<file path="config.mk">
export PLATFORM = sky130hd
export DESIGN_NAME = fetch_stage_flat
export DESIGN_NICKNAME = d
export VERILOG_FILES = /design/src/rtl/fetch_stage_if.sv /design/src/rtl/fetch_stage.sv /design/src/flat_wrapper.sv
export SDC_FILE = /design/constraint.sdc
export NUM_CORES = 1
export LEC_CHECK = 0
export ABC_AREA = 1
export ABC_CLOCK_PERIOD_IN_PS = 1800
export CORE_MARGIN = 5
export CORE_UTILIZATION = 33
export DETAILED_ROUTE_END_ITERATION = 8
export PLACE_DENSITY = 0.65
export REMOVE_ABC_BUFFERS = 1
export SLEW_MARGIN = 20
export SYNTH_ARGS = -nofsm -noshare
export SYNTH_HDL_FRONTEND = slang
export SYNTH_SLANG_ARGS = --single-unit
</file>
<file path="constraint.sdc">
create_clock -name clk -period 1.8 [get_ports clk]
set_clock_uncertainty 0.05 [all_clocks]
set_input_delay 0.36 -clock clk [delete_from_list [all_inputs] [get_ports clk]]
set_output_delay 0.36 -clock clk [all_outputs]
set_load 0.05 [all_outputs]
</file>
<file path="src/rtl/fetch_stage_if.sv">
// fetch_stage_if: instruction-memory request/response channel.
// master = fetch side (drives requests), slave = memory side.
// Ports: imem_req_valid/addr (master->slave), imem_req_ready,
//        imem_resp_valid, imem_resp_data (slave->master).
interface fetch_stage_if;
    logic        imem_req_valid;
    logic [31:0] imem_req_addr;
    logic        imem_req_ready;
    logic        imem_resp_valid;
    logic [31:0] imem_resp_data;

    modport master (
        output imem_req_valid,
        output imem_req_addr,
        input  imem_req_ready,
        input  imem_resp_valid,
        input  imem_resp_data
    );

    modport slave (
        input  imem_req_valid,
        input  imem_req_addr,
        output imem_req_ready,
        output imem_resp_valid,
        output imem_resp_data
    );
endinterface

</file>
<file path="src/rtl/fetch_stage.sv">
// fetch_stage: RISC-V IF stage with IF/ID register, single-outstanding imem.
// Ports: clk, reset (sync, active-high); StallF/StallD/FlushD from hazard
//   unit; PCSrcE/PCTargetE redirect from Execute; imem (fetch_stage_if
//   master); InstrD/PCD/PCPlus4D/ValidD to Decode.
// Optional: define FETCH_PERF_EN to add perf_fetch_cnt/perf_stall_cnt.
module fetch_stage #(
    parameter logic [31:0] RESET_PC  = 32'h0000_0000,
    parameter logic [31:0] NOP_INSTR = 32'h0000_0013
) (
    input  logic          clk,
    input  logic          reset,
    input  logic          StallF,
    input  logic          StallD,
    input  logic          FlushD,
    input  logic          PCSrcE,
    input  logic [31:0]   PCTargetE,
    fetch_stage_if.master imem,
    output logic [31:0]   InstrD,
    output logic [31:0]   PCD,
    output logic [31:0]   PCPlus4D,
    output logic          ValidD
`ifdef FETCH_PERF_EN
    ,
    output logic [31:0]   perf_fetch_cnt,
    output logic [31:0]   perf_stall_cnt
`endif
);

    typedef enum logic [1:0] {
        S_REQ,
        S_WAIT,
        S_DISCARD,
        S_HOLD
    } state_t;

    typedef struct packed {
        logic [31:0] instr;
        logic [31:0] pc;
        logic [31:0] pc4;
        logic        valid;
    } if_id_t;

    localparam if_id_t BUBBLE = '{
        instr: NOP_INSTR,
        pc:    32'h0,
        pc4:   32'h0,
        valid: 1'b0
    };

    state_t      state_q, state_d;
    logic [31:0] pcf_q, pcf_d;
    logic [31:0] infl_q;
    logic [31:0] infl_plus4;
    logic [31:0] hold_instr_q;
    logic [31:0] hold_pc_q;
    if_id_t      ifid_q, ifid_d;

    logic        accept;
    logic        deliver_mem;
    logic        deliver_buf;
    logic        capture;

    assign infl_plus4 = infl_q + 32'd4;

    // Request decoded straight from state so accept has no comb loop.
    assign imem.imem_req_valid = (state_q == S_REQ) && !StallF && !reset;
    assign imem.imem_req_addr  = pcf_q;
    assign accept = imem.imem_req_valid && imem.imem_req_ready;

    always_ff @(posedge clk) begin
        if (reset) begin
            state_q <= S_REQ;
        end else begin
            state_q <= state_d;
        end
    end

    always_comb begin
        state_d     = state_q;
        pcf_d       = pcf_q;
        deliver_mem = 1'b0;
        deliver_buf = 1'b0;
        capture     = 1'b0;
        unique case (state_q)
            S_REQ: begin
                // Redirect racing an acceptance leaves a stale response.
                if (accept) state_d = PCSrcE ? S_DISCARD : S_WAIT;
                if (PCSrcE) pcf_d = PCTargetE;
            end
            S_WAIT: begin
                if (PCSrcE) begin
                    pcf_d   = PCTargetE;
                    state_d = imem.imem_resp_valid ? S_REQ : S_DISCARD;
                end else if (imem.imem_resp_valid) begin
                    pcf_d = infl_plus4;
                    if (StallD) begin
                        capture = 1'b1;
                        state_d = S_HOLD;
                    end else begin
                        deliver_mem = 1'b1;
                        state_d     = S_REQ;
                    end
                end
            end
            S_DISCARD: begin
                if (PCSrcE) pcf_d = PCTargetE;
                if (imem.imem_resp_valid) state_d = S_REQ;
            end
            S_HOLD: begin
                if (PCSrcE) begin
                    pcf_d   = PCTargetE;
                    state_d = S_REQ;
                end else if (!StallD) begin
                    deliver_buf = 1'b1;
                    state_d     = S_REQ;
                end
            end
            default: state_d = S_REQ;
        endcase
    end

    // A delivery suppressed by FlushD is simply lost.
    always_comb begin
        ifid_d = ifid_q;
        if (FlushD) begin
            ifid_d = BUBBLE;
        end else if (!StallD) begin
            if (deliver_mem) begin
                ifid_d = '{
                    instr: imem.imem_resp_data,
                    pc:    infl_q,
                    pc4:   infl_plus4,
                    valid: 1'b1
                };
            end else if (deliver_buf) begin
                ifid_d = '{
                    instr: hold_instr_q,
                    pc:    hold_pc_q,
                    pc4:   hold_pc_q + 32'd4,
                    valid: 1'b1
                };
            end else begin
                ifid_d = BUBBLE;
            end
        end
    end

    always_ff @(posedge clk) begin
        if (reset) begin
            pcf_q        <= RESET_PC;
            infl_q       <= RESET_PC;
            hold_instr_q <= NOP_INSTR;
            hold_pc_q    <= 32'h0;
            ifid_q       <= BUBBLE;
        end else begin
            pcf_q  <= pcf_d;
            ifid_q <= ifid_d;
            if (accept) infl_q <= pcf_q;
            if (capture) begin
                hold_instr_q <= imem.imem_resp_data;
                hold_pc_q    <= infl_q;
            end
        end
    end

    assign InstrD   = ifid_q.instr;
    assign PCD      = ifid_q.pc;
    assign PCPlus4D = ifid_q.pc4;
    assign ValidD   = ifid_q.valid;

`ifdef FETCH_PERF_EN
    logic [31:0] fetch_cnt_q;
    logic [31:0] stall_cnt_q;
    logic        fetch_inc;
    logic        stall_inc;

    assign fetch_inc = (deliver_mem || deliver_buf) && !FlushD;
    assign stall_inc = StallD || (state_q == S_WAIT)
                    || (state_q == S_DISCARD);

    always_ff @(posedge clk) begin
        if (reset) begin
            fetch_cnt_q <= 32'h0;
            stall_cnt_q <= 32'h0;
        end else begin
            if (fetch_inc) fetch_cnt_q <= fetch_cnt_q + 32'd1;
            if (stall_inc) stall_cnt_q <= stall_cnt_q + 32'd1;
        end
    end

    assign perf_fetch_cnt = fetch_cnt_q;
    assign perf_stall_cnt = stall_cnt_q;
`endif

endmodule

</file>
<file path="src/flat_wrapper.sv">
// flat-port wrapper written by rule: the top's interface ports become plain ports
module fetch_stage_flat 
#(
    parameter logic [31:0] RESET_PC  = 32'h0000_0000,
    parameter logic [31:0] NOP_INSTR = 32'h0000_0013
)
  (clk, reset, StallF, StallD, FlushD, PCSrcE, PCTargetE, InstrD, PCD, PCPlus4D, ValidD, imem_imem_req_valid, imem_imem_req_addr, imem_imem_req_ready, imem_imem_resp_valid, imem_imem_resp_data);
  fetch_stage_if imem_i ();
  input  logic clk;
  input  logic reset;
  input  logic StallF;
  input  logic StallD;
  input  logic FlushD;
  input  logic PCSrcE;
  input  logic [31:0] PCTargetE;
  output logic [31:0] InstrD;
  output logic [31:0] PCD;
  output logic [31:0] PCPlus4D;
  output logic ValidD;
  output wire logic [$bits(imem_i.imem_req_valid)-1:0] imem_imem_req_valid;
  output wire logic [$bits(imem_i.imem_req_addr)-1:0] imem_imem_req_addr;
  input wire logic [$bits(imem_i.imem_req_ready)-1:0] imem_imem_req_ready;
  input wire logic [$bits(imem_i.imem_resp_valid)-1:0] imem_imem_resp_valid;
  input wire logic [$bits(imem_i.imem_resp_data)-1:0] imem_imem_resp_data;
  assign imem_imem_req_valid = imem_i.imem_req_valid;
  assign imem_imem_req_addr = imem_i.imem_req_addr;
  assign imem_i.imem_req_ready = imem_imem_req_ready;
  assign imem_i.imem_resp_valid = imem_imem_resp_valid;
  assign imem_i.imem_resp_data = imem_imem_resp_data;
  fetch_stage #(.RESET_PC(RESET_PC), .NOP_INSTR(NOP_INSTR)) u_core (.clk(clk), .reset(reset), .StallF(StallF), .StallD(StallD), .FlushD(FlushD), .PCSrcE(PCSrcE), .PCTargetE(PCTargetE), .imem(imem_i), .InstrD(InstrD), .PCD(PCD), .PCPlus4D(PCPlus4D), .ValidD(ValidD));
endmodule
</file>
==> reports/results.ini, run 1 <==
[flow_run]
drv_cap=0

[finish]
drive_gt1_frac=0.200
fillers=3196
final_cell_mix=nand2_1, dfxtp_1, buf_4
syn2layout_area_growth_pct=36.7
post-route-util=0.456
final_nets=1857
instances_no_fill=2204
n_antenna_cell=0
layout_commonest_cell=nand2_1

[clocking]
root_buffer=clkbuf_16
clkSinkCount=225
cts_buffer_depth=3
clkLatencyLatePin_ns=0.54
cts_inserted_buffers=26
cts-hold-fix-buffers=0
cts.htree.levels=1
cts.reportedPaths.clkPinSlew_ns=0.06
cts_tree=done

[yosys]
synth_compound_area_frac=0.187
synthAdderAreaFrac=0.00238
synthMuxAreaShare=0
ys_warn_count=0
synth_xor_area_frac=0.0109
syn-cell-area_sq_mm=0.0105
synth_top_family_by_area=simple AND/OR/NAND/NOR gates
synth_top_cell_by_area=dfxtp_1
synth_simple_gate_area_share=0.283
synth.avg_cell_area_sq_um=6.81
synth_area_leaders=dfxtp_1, nand2_1, nor2_1
synth_top_area_frac=0.429
synth_seq_cells=225
syn_inst=1540
synth_cell_type_count=33
ys_seq_area_frac=0.429

[critical_path]
worstPathRequired_ns=1.39
critPathCaptureType=primary output
crit_path_start_kind=flip-flop
cp.arrival_ns=1.41
rrSetupSlack_ns=0.11
critPathKind=reg -> out
critPathMaxFanout=2

[floorplanning]
num_io_pins=202
core-area_sq_mm=0.0315
die_width_um=188
start_util=0.333
die_h_um=188
num_rows=65
die_area_sq_mm=0.0355

[power]
power_mw=13.7
power.density_mw_per_mm2=957
leakage_nw=5.91
irDropWorstVdd_mv=0.553

[sta]
tightest_slew_ns=0.450
fmax_mhz=549
setup_viol=1
rsz0062_at_grt=yes
drv_slew=0
fin_ws_ns=-0.0214
post-route-period-util=1.01
final_hold_viol_count=0
period_needed_ns=1.82
maxSlewHeadroom=0.700

[min_path]
hp-class=in -> reg

[route]
drc=0
firstDrtPassIters=5
ant_nets=0
routed_wl_um=38800
wire_per_inst_um=17.6
drt_iter0_drc=708
vias_per_cell=5.05
vias=11100

[outcome]
violations=setup timing
run_status=finished, violations left

[grt]
grt_usage=0.213
gr-total-overflow=0
grt_pass1_wl_um=61300
antenna_found_initial=0
grt_start_max_net_pins=59
grt_pass1_vias=10900

[placement]
dpl.cell_count=2155
gp_congestion=0.990
portBuffers=201
dp_hpwl_um=29100
preCtsSetupSlack_ns=-0.243

[per-layer routing]
metal  global-route usage  wire [um]  vias to the layer above
met4               0.0538        783                        0
met5                    0          0                        -
li1                     -          -                     5517
met1                0.287      17000                     5143
met3               0.0554       3330                       58
met2                0.341      17700                      419
[cell families after synthesis]
family | after synthesis
AOI/OAI and AO/OA | 351
xor gates and xnor gates | 13
adders and majority gates | 2
buffers and inverters | 211
DFF | 225
and+or+nand+nor | 738
[metrics by stage]
step / TNS, ns / hold slack, ns / cell area, sq um
after global routing: -0.0907 / 0.345 / 14300
after detailed placement: -21.69 / 0.397 / 13300
after floorplan: -189.63 / 0.379 / 10000
after global placement: -18.47 / 0.390 / 13300
final: -0.0214 / 0.348 / 14300
after CTS: -0.0496 / 0.331 / 14200
[worst paths after layout]
kind | endpoint | from | cells past startpoint
max | imem_imem_req_valid | u_core.state_q[0]$_SDFFE_PP0P_ | 3
min | u_core.hold_instr_q[30]$_SDFFE_PP0P_ | imem_imem_resp_data[30] | 3
max reg2reg | u_core.PCPlus4D[23]$_SDFFE_PP0N_ | u_core.hold_pc_q[3]$_SDFFE_PP0P_ | 10
min reg2reg | u_core.hold_instr_q[1]$_SDFFE_PP1P_ | u_core.hold_instr_q[1]$_SDFFE_PP1P_ | 2
[critical path: stages (launching register included)]
cell and delay, ns:
dfxtp_4 0.35, nor4_4 0.25, buf_4 0.16, buf_12 0.12
[registers in the layout, summed over array words and instances, names as in the netlist]
name	flops
u_core.PCPlus4D	32
u_core.state_q	2
u_core.ValidD	1
u_core.PCD	30
u_core.hold_instr_q	32
u_core.imem.imem_req_addr	32
u_core.infl_q	32
u_core.InstrD	32
u_core.hold_pc_q	32
[layout make-up]
| cell class | count | area [sq um] | share of cell area |
|---|---|---|---|
| Multi-Input combinational cell | 1104 | 5200 | 0.363 |
| Clock inverter | 8 | 71.3 | 0.00497 |
| Sequential cell | 225 | 4530 | 0.316 |
| Tap cell | 402 | 503 | 0.0351 |
| Clock buffer | 39 | 801 | 0.0558 |
| Timing Repair Buffer | 303 | 2780 | 0.194 |
| Inverter | 123 | 463 | 0.0323 |
[synthesized netlist by cell type (all sizes together)]
cell / instances
nand2: 418
dfxtp: 225
nor2: 214
o21ai: 150
a21oi: 128
inv: 122
nand3: 100
buf: 49
clkbuf: 39
a31oi: 32
o22ai: 27
xor2: 13
a221oi: 8
nand4: 3
o221ai: 3
ha: 2
nor3: 2
o211ai: 2
a211oi: 1
clkinv: 1
nor4: 1
[power breakdown]
part / switching (mW) / total [mW] / internal (mW)
Clock: 2.16 / 5.37 / 3.20
Sequential: 0.283 / 5.58 / 5.30
Combinational: 1.74 / 2.78 / 1.04
Total: 4.19 / 13.7 / 9.54
[what timing repair did]
item,CTS,global route
setup endpoints to repair,3,31
setup buffers,2,0
pin swaps,1,1
gates resized for setup,9,44
Power figures use the tool's default switching activity.
==> run 2, diff against run 1 <==
CAP_MARGIN = 5   (was unset)
==> results of run 2 <==
No change in the layout: final DEF, timing and power equal those of run 1.
